--- src/rtl/imem_boot_loader.sv ---
// Boot-time program loader: assembles a little-endian byte stream (LEN, DATA words, CSUM) into
// IMEM writes and releases the core from reset only after the checksum matches.
module imem_boot_loader #(
  parameter int unsigned ADDR_W = 10
) (
  input  logic              clk,
  input  logic              rst,
  input  logic              s_valid,
  input  logic [7:0]        s_data,
  output logic              s_ready,
  output logic              imem_we,
  output logic [ADDR_W-1:0] imem_addr,
  output logic [31:0]       imem_wdata,
  output logic              core_rst_n,
  output logic              load_done,
  output logic              load_err,
  output logic [ADDR_W:0]   word_cnt
);

  localparam logic [32:0]     MaxWords = 33'd1 << ADDR_W;
  localparam logic [ADDR_W:0] CntOne   = {{ADDR_W{1'b0}}, 1'b1};

  typedef enum logic [2:0] {StLen, StData, StCsum, StDone, StErr} state_e;

  state_e            state_q;
  logic [1:0]        idx_q;
  logic [23:0]       asm_q;
  logic [31:0]       sum_q;
  logic [ADDR_W:0]   cnt_q;
  logic [ADDR_W:0]   len_q;
  logic              we_q;
  logic [ADDR_W-1:0] addr_q;
  logic [31:0]       wdata_q;
  logic              core_rst_n_q;
  logic              done_q;
  logic              err_q;

  logic        accept;
  logic        last_byte;
  logic [31:0] word;

  always_comb begin
    s_ready   = (state_q == StLen) || (state_q == StData) || (state_q == StCsum);
    accept    = s_valid && s_ready;
    last_byte = accept && (idx_q == 2'd3);
    // The 4th byte is used straight off the bus so the word completes on its accept edge.
    word      = {s_data, asm_q};
  end

  always_ff @(posedge clk) begin
    if (rst) begin
      state_q      <= StLen;
      idx_q        <= 2'd0;
      asm_q        <= 24'd0;
      sum_q        <= 32'd0;
      cnt_q        <= '0;
      len_q        <= '0;
      we_q         <= 1'b0;
      addr_q       <= '0;
      wdata_q      <= 32'd0;
      core_rst_n_q <= 1'b0;
      done_q       <= 1'b0;
      err_q        <= 1'b0;
    end else begin
      we_q <= 1'b0;
      if (accept) begin
        idx_q <= idx_q + 2'd1;
        case (idx_q)
          2'd0:    asm_q[7:0]   <= s_data;
          2'd1:    asm_q[15:8]  <= s_data;
          2'd2:    asm_q[23:16] <= s_data;
          default: ;
        endcase
      end
      if (last_byte) begin
        case (state_q)
          StLen: begin
            if ((word == 32'd0) || ({1'b0, word} > MaxWords)) begin
              state_q <= StErr;
              err_q   <= 1'b1;
            end else begin
              len_q   <= word[ADDR_W:0];
              state_q <= StData;
            end
          end
          StData: begin
            we_q    <= 1'b1;
            addr_q  <= cnt_q[ADDR_W-1:0];
            wdata_q <= word;
            cnt_q   <= cnt_q + CntOne;
            sum_q   <= sum_q + word;
            if ((cnt_q + CntOne) == len_q) state_q <= StCsum;
          end
          StCsum: begin
            if (word == sum_q) begin
              state_q      <= StDone;
              done_q       <= 1'b1;
              core_rst_n_q <= 1'b1;
            end else begin
              state_q <= StErr;
              err_q   <= 1'b1;
            end
          end
          default: ;
        endcase
      end
    end
  end

  assign imem_we    = we_q;
  assign imem_addr  = addr_q;
  assign imem_wdata = wdata_q;
  assign core_rst_n = core_rst_n_q;
  assign load_done  = done_q;
  assign load_err   = err_q;
  assign word_cnt   = cnt_q;

endmodule
--- config.mk ---
export PLATFORM = sky130hd
export DESIGN_NAME = imem_boot_loader
export DESIGN_NICKNAME = d
export VERILOG_FILES = /design/src/rtl/imem_boot_loader.sv
export SDC_FILE = /design/constraint.sdc
export NUM_CORES = 1
export LEC_CHECK = 0
export CAP_MARGIN = 0
export CORE_ASPECT_RATIO = 1.5
export CORE_MARGIN = 3
export CORE_UTILIZATION = 33
export DETAILED_ROUTE_END_ITERATION = 10
export DONT_BUFFER_PORTS = 1
export SLEW_MARGIN = 5
export SYNTH_ARGS = -nofsm -noshare
export SYNTH_HDL_FRONTEND = slang
export SYNTH_SLANG_ARGS = --single-unit
export TNS_END_PERCENT = 50
--- constraint.sdc ---
create_clock -name clk -period 3.6 [get_ports clk]
set_input_delay 0.36 -clock clk [delete_from_list [all_inputs] [get_ports clk]]
set_output_delay 0.36 -clock clk [all_outputs]
set_load 0.05 [all_outputs]
== Yosys cells after proc, flatten, opt, wreduce, memory -nomap -nowiden ==
Index checks and enable logic that the tools add are counted.

* Register bits after elaboration: 128
* Bits in latches: 0
* Bits in writable memories: 0
* Bits in read-only memories: 0
* Bits of input ports: 11
* Output and inout port bits: 58
* Word-level logic and storage cells: 56
* Memories: 0

* $add $sub $neg: 3
* Multiply operators: 0
* Div/mod/pow operators: 0
* $lt $le $gt $ge: 1
* Eq/ne operators: 10
* Shifts and indexed selects: 0
* Mux-type cells: 8
* Bitwise operators: 2
* Reduce and logical (&&, ||, !) cells: 19

{| class="wikitable"
|+ Operators by type and width
! kind !! number
|-
| $add A32 B32 Y32 || 1
|-
| $eq A32 B32 Y1 || 1
|-
| $gt A32 B11 Y1 const B || 1
|-
| $logic_not A32 Y1 || 1
|-
| $add A11 B1 Y11 const B || 1
|-
| $eq A11 B11 Y1 || 1
|-
| $mux W3 || 3
|-
| $pmux W3 S3 || 1
|-
| $reduce_and A3 Y1 || 3
|-
| $reduce_and A2 Y1 || 4
|-
| $eq A2 B2 Y1 const B || 2
|-
| $ne A2 B1 Y1 const B || 2
|-
| $reduce_and A4 Y1 || 1
|-
| $eq A3 B1 Y1 const B || 1
|-
| $eq A3 B2 Y1 const B || 1
|-
| $logic_not A3 Y1 || 1
|-
| $logic_or A1 B1 Y1 || 3
|-
| $mux W1 || 3
|-
| $reduce_bool A3 Y1 || 1
|-
| $add A2 B1 Y2 const B || 1
|-
| $eq A2 B1 Y1 const B || 1
|-
| $logic_and A1 B1 Y1 || 2
|-
| $logic_not A2 Y1 || 1
|-
| $ne A2 B2 Y1 const B || 1
|-
| other kinds (4) || 5
|}

== Longest topological paths before layout ==
* Word-level depth: 7
* Depth in mapped cells: 11
* Mapped depth without buffers: 11

== Worst setup path before layout ==
No wires, ideal clock.

* Kind: reg2reg
* Start: register asm_q[0]
* End: register sum_q[30]
* Setup time: 120 ps
* Arrival time: 2,685 ps
* Data required time: 3,480 ps
* Setup slack: 795 ps
* Stages on the path, launching flop included: 12
* Path buffers: 0
* Period minus slack after synthesis: 2,805 ps
* Cells stage by stage: dfxtp_1 > ha_1 > fa_1 > a21o_1 > a21oi_1 > o21ai_0 > a31o_4 > a31oi_4 > o21ai_2 > a221oi_2 > nor4b_1 > o31a_1

* Longest elaborated chain between the ends: 1

{| class="wikitable"
|+ Ends and longest elaborated chain
! element !! line !! RTL
|-
| from (decl) || 27 || <nowiki>logic [23:0] asm_q;</nowiki>
|-
| from (signal assigned) || 69 || <nowiki>2'd0: asm_q[7:0] <= s_data;</nowiki>
|-
| $add A32 B32 Y32 || 91 || <nowiki>sum_q <= sum_q + word;</nowiki>
|-
| to (signal assigned) || 91 ||
|-
| to (decl) || 28 || <nowiki>logic [31:0] sum_q;</nowiki>
|}

Every way passes these cells.
A chain may end at the register's enable or synchronous reset.

== Final worst setup path ==
Ends and elaborated chain as after synthesis.

==> flow_summary.json <==
{
  "finalHoldViolCount": 0,
  "fill_cells": 2099,
  "cts.sinks": 128,
  "power_frac_comb_pct": 4.9,
  "final_cells": 1112,
  "cp_cell_sequence": "ha_1, fa_1, a21o_1, a21oi_1, o21ai_0, a31o_4, a31oi_4, o21ai_2, a221oi_2, nor4b_1, o31a_1",
  "grt-ovfl-total": 0,
  "critical_path_class": "reg -> reg",
  "area_growth_pct": 12.61,
  "start_util_pct": 33.62,
  "drt_pass1_iterations": 6,
  "portBuffers": 0,
  "drtIter0Drc": 330,
  "post_cts_buffers": 0,
  "reg2regPathDepth": 11,
  "synth_area_per_cell_um2": 7.819,
  "hp-class": "in -> reg",
  "setup_tns_ns": 0,
  "p_int_w": 0.002425,
  "drc": 0,
  "cts_tree": "done",
  "worstHoldPathCells": 1,
  "yosysWarnings": 0,
  "synth_area_mm2": 0.006678,
  "multi_input_area_mm2": 0.003849,
  "power_frac_seq_pct": 44.8,
  "grt_max_degree": 129,
  "antenna_found_initial": 0,
  "start_kind": "flop",
  "maxCapViolCount": 0,
  "cts-buffers-inserted": 17,
  "layout-drive-gt1-share_pct": 7.277,
  "final_cell_mix": "nand2_1, dfxtp_1, a21oi_1",
  "vias": 5828,
  "via_per_inst": 5.241,
  "pin_count": 69,
  "clk_pin_slew_ns": 0.06,
  "switching_share_pct": 25.45,
  "rrSetupSlack_ns": 0.43,
  "slew_headroom_pct": 32.71,
  "r2r-end": "sum_q[30]$_SDFFE_PP0P_",
  "final_nets": 887,
  "die-area_mm2": 0.02201,
  "cp.arrival_ns": 3.48,
  "postSynthNetCount": 902,
  "synthArstFlopShare_pct": 0,
  "clock_latency_ns": 0.42,
  "status": "finished, final reports clean",
  "routed_wl_mm": 18.47,
  "die_height_um": 180.2,
  "grt_pass1_vias": 5672,
  "yosys.cell_types.count": 58,
  "rsz0062_at_grt": "false",
  "layout_commonest_cell": "nand2_1",
  "synth_cells": 854,
  "wl_per_cell_um": 16.61,
  "n_antenna_cell": 0,
  "ff_latch_area_mm2": 0.002562,
  "fmax_mhz": 315.3,
  "synth_seq_cells": 128,
  "yosysSeqAreaShare_pct": 38.37,
  "cellLeakagePower_nw": 2.847,
  "drtAntennaViolNets": 0,
  "min_from": "rst",
  "r2r_start": "asm_q[0]$_SDFFE_PP0P_",
  "slowest_stage": "fa_1",
  "cts_root_buf": "clkbuf_16",
  "clkPwrFrac_pct": 50.3,
  "power_switching_w": 0.0008279,
  "setup_viol": 0,
  "dieWidth_um": 122.1,
  "grt_pass1_wl_mm": 29.67,
  "hold_end": "asm_q[16]$_SDFFE_PP0P_",
  "cp.required_ns": 3.91,
  "place.gp.congestion": 0.8659,
  "clock_path_buffers": 2,
  "drv_slew": 0,
  "crit_path_max_fanout": 5,
  "synth_edf_count": 0,
  "finalCriticalPeriod_ns": 3.171,
  "dp.cells": 1076,
  "timing.final.crit_share_pct": 88.09,
  "coreArea_mm2": 0.01986,
  "synth_ff_type": "dfxtp_1",
  "irDropWorstVdd_v": 0.0004104,
  "critPathCaptureType": "flop",
  "htree_levels": 4,
  "worst_pin_slew_ns": 1.008,
  "grt_usage_pct": 17.01,
  "row_count": 63,
  "cpPeakStageDelay_ns": 0.41,
  "dpl.hpwl_mm": 13.07,
  "skew_ns": 0.008867,
  "powerDensity_mw_per_mm2": 432.6
}
==> power by group through the flow <==
stage | combinational [W] | clock, W | sequential, W
floorplan | 0.000132 | 0 | 0.00148
global placement | 0.000152 | 0 | 0.00149
detailed placement | 0.000153 | 0 | 0.00149
CTS | 0.000156 | 0.00166 | 0.00146
global route | 0.000179 | 0.00173 | 0.00146
finish | 0.000160 | 0.00163 | 0.00146
==> synth_stat cells (all sizes together) (2+ instances only) <==
cell type / count / area share, %
nor4b: 4 / 0.52
a21oi: 121 / 9.1
or4: 2 / 0.22
nand2b: 2 / 0.19
o21ai: 28 / 2.2
xor2: 22 / 2.9
nand3b: 3 / 0.34
a31oi: 7 / 0.97
nand4: 10 / 0.94
a21boi: 2 / 0.22
o21bai: 4 / 0.45
o31ai: 3 / 0.34
nor2: 55 / 3.1
or3: 2 / 0.19
inv: 11 / 0.62
or2: 2 / 0.19
a211oi: 5 / 0.64
nor2b: 5 / 0.47
nand2: 192 / 11
xnor2: 29 / 3.8
mux2i: 15 / 2.2
dfxtp: 128 / 38
a41oi: 2 / 0.26
a211o: 2 / 0.26
o21a: 5 / 0.56
nor3: 8 / 0.60
nand3: 40 / 3.0
ha: 36 / 6.7
a21o: 16 / 1.8
and3: 3 / 0.28
clkbuf: 45 / 2.5
buf: 12 / 1.1
nor4: 15 / 1.4
nor3b: 3 / 0.34
==> final cells by class <==
| cell class | instances | area share, % |
|---|---|---|
| clock inverter | 13 | 1.414 |
| multi-input combinational | 658 | 51.18 |
| timing repair buffer | 23 | 2.429 |
| inverter | 11 | 0.5491 |
| clock buffer | 19 | 6.023 |
| sequential | 128 | 34.08 |
| tap | 260 | 4.326 |
==> sequential cells by signal, indices dropped and copies added, names as in the netlist <==
signal / count
imem_addr: 10
state_q: 3
word_cnt: 11
idx_q: 2
len_q: 11
imem_we: 1
load_err: 1
sum_q: 32
asm_q: 24
load_done: 1
imem_wdata: 32
==> worst max-delay path by stage <==
stage	slack [ns]	depth (start not counted)	to	startpoint
6_report	0.43	11	sum_q[30]$_SDFFE_PP0P_	asm_q[0]$_SDFFE_PP0P_
5_1_grt	0.26	11	sum_q[30]$_SDFFE_PP0P_	asm_q[0]$_SDFFE_PP0P_
4_1_cts	0.45	11	sum_q[30]$_SDFFE_PP0P_	asm_q[0]$_SDFFE_PP0P_
3_5_place_dp	0.48	11	sum_q[30]$_SDFFE_PP0P_	asm_q[0]$_SDFFE_PP0P_
3_3_place_gp	0.51	11	sum_q[30]$_SDFFE_PP0P_	asm_q[0]$_SDFFE_PP0P_
2_1_floorplan	0.80	11	sum_q[30]$_SDFFE_PP0P_	asm_q[0]$_SDFFE_PP0P_
==> per-stage QoR <==
stage	instance area [um2]	hold slack [ns]	power (W)	utilization (%)	setup WS, ns
floorplan	6678	0.4356	0.001612	-	0.7954
global placement	6920	0.4378	0.001642	34.84	0.5085
detailed placement	6920	0.4428	0.001644	34.84	0.4768
CTS	7490	0.001642	0.003279	37.70	0.4549
global route	7520	0.01429	0.003368	37.86	0.2561
finish	7520	0.02932	0.003253	37.86	0.4289
==> worst max-delay path: cells and delay by family, from the launching register on <==
kind / cells / cell delay (ns)
and+or+nand+nor: 1 / 0.08
AOI/OAI and AO/OA: 8 / 1.96
adders and majority gates: 2 / 0.67
DFF: 1 / 0.35
==> cells by family after synthesis <==
logic type,count (synthesis),synth area share (%)
buffers and inverters,68,4.235
AND/OR/NAND/NOR,348,22.80
flip-flops,128,38.37
AO/OA/AOI/OAI,206,18.44
XOR/XNOR,51,6.689
adder cells (fa/ha/maj),37,7.045
multiplexers,16,2.417
==> layer usage <==
metal / global-route usage, % / wire, um / vias to the layer above
li1: - / - / 2920
met1: 18.62 / 7364 / 2739
met2: 30.80 / 9721 / 132
met3: 3.926 / 735 / 37
met4: 7.354 / 648 / 0
met5: 0 / 0 / -
==> repair_timing <==
action,CTS,global route
resized for setup,0,0
endpoints found under the setup margin,0,0
hold buffers,1,3
hold endpoints to repair,4,4
Note: power is estimated with default switching activity, not from simulation.
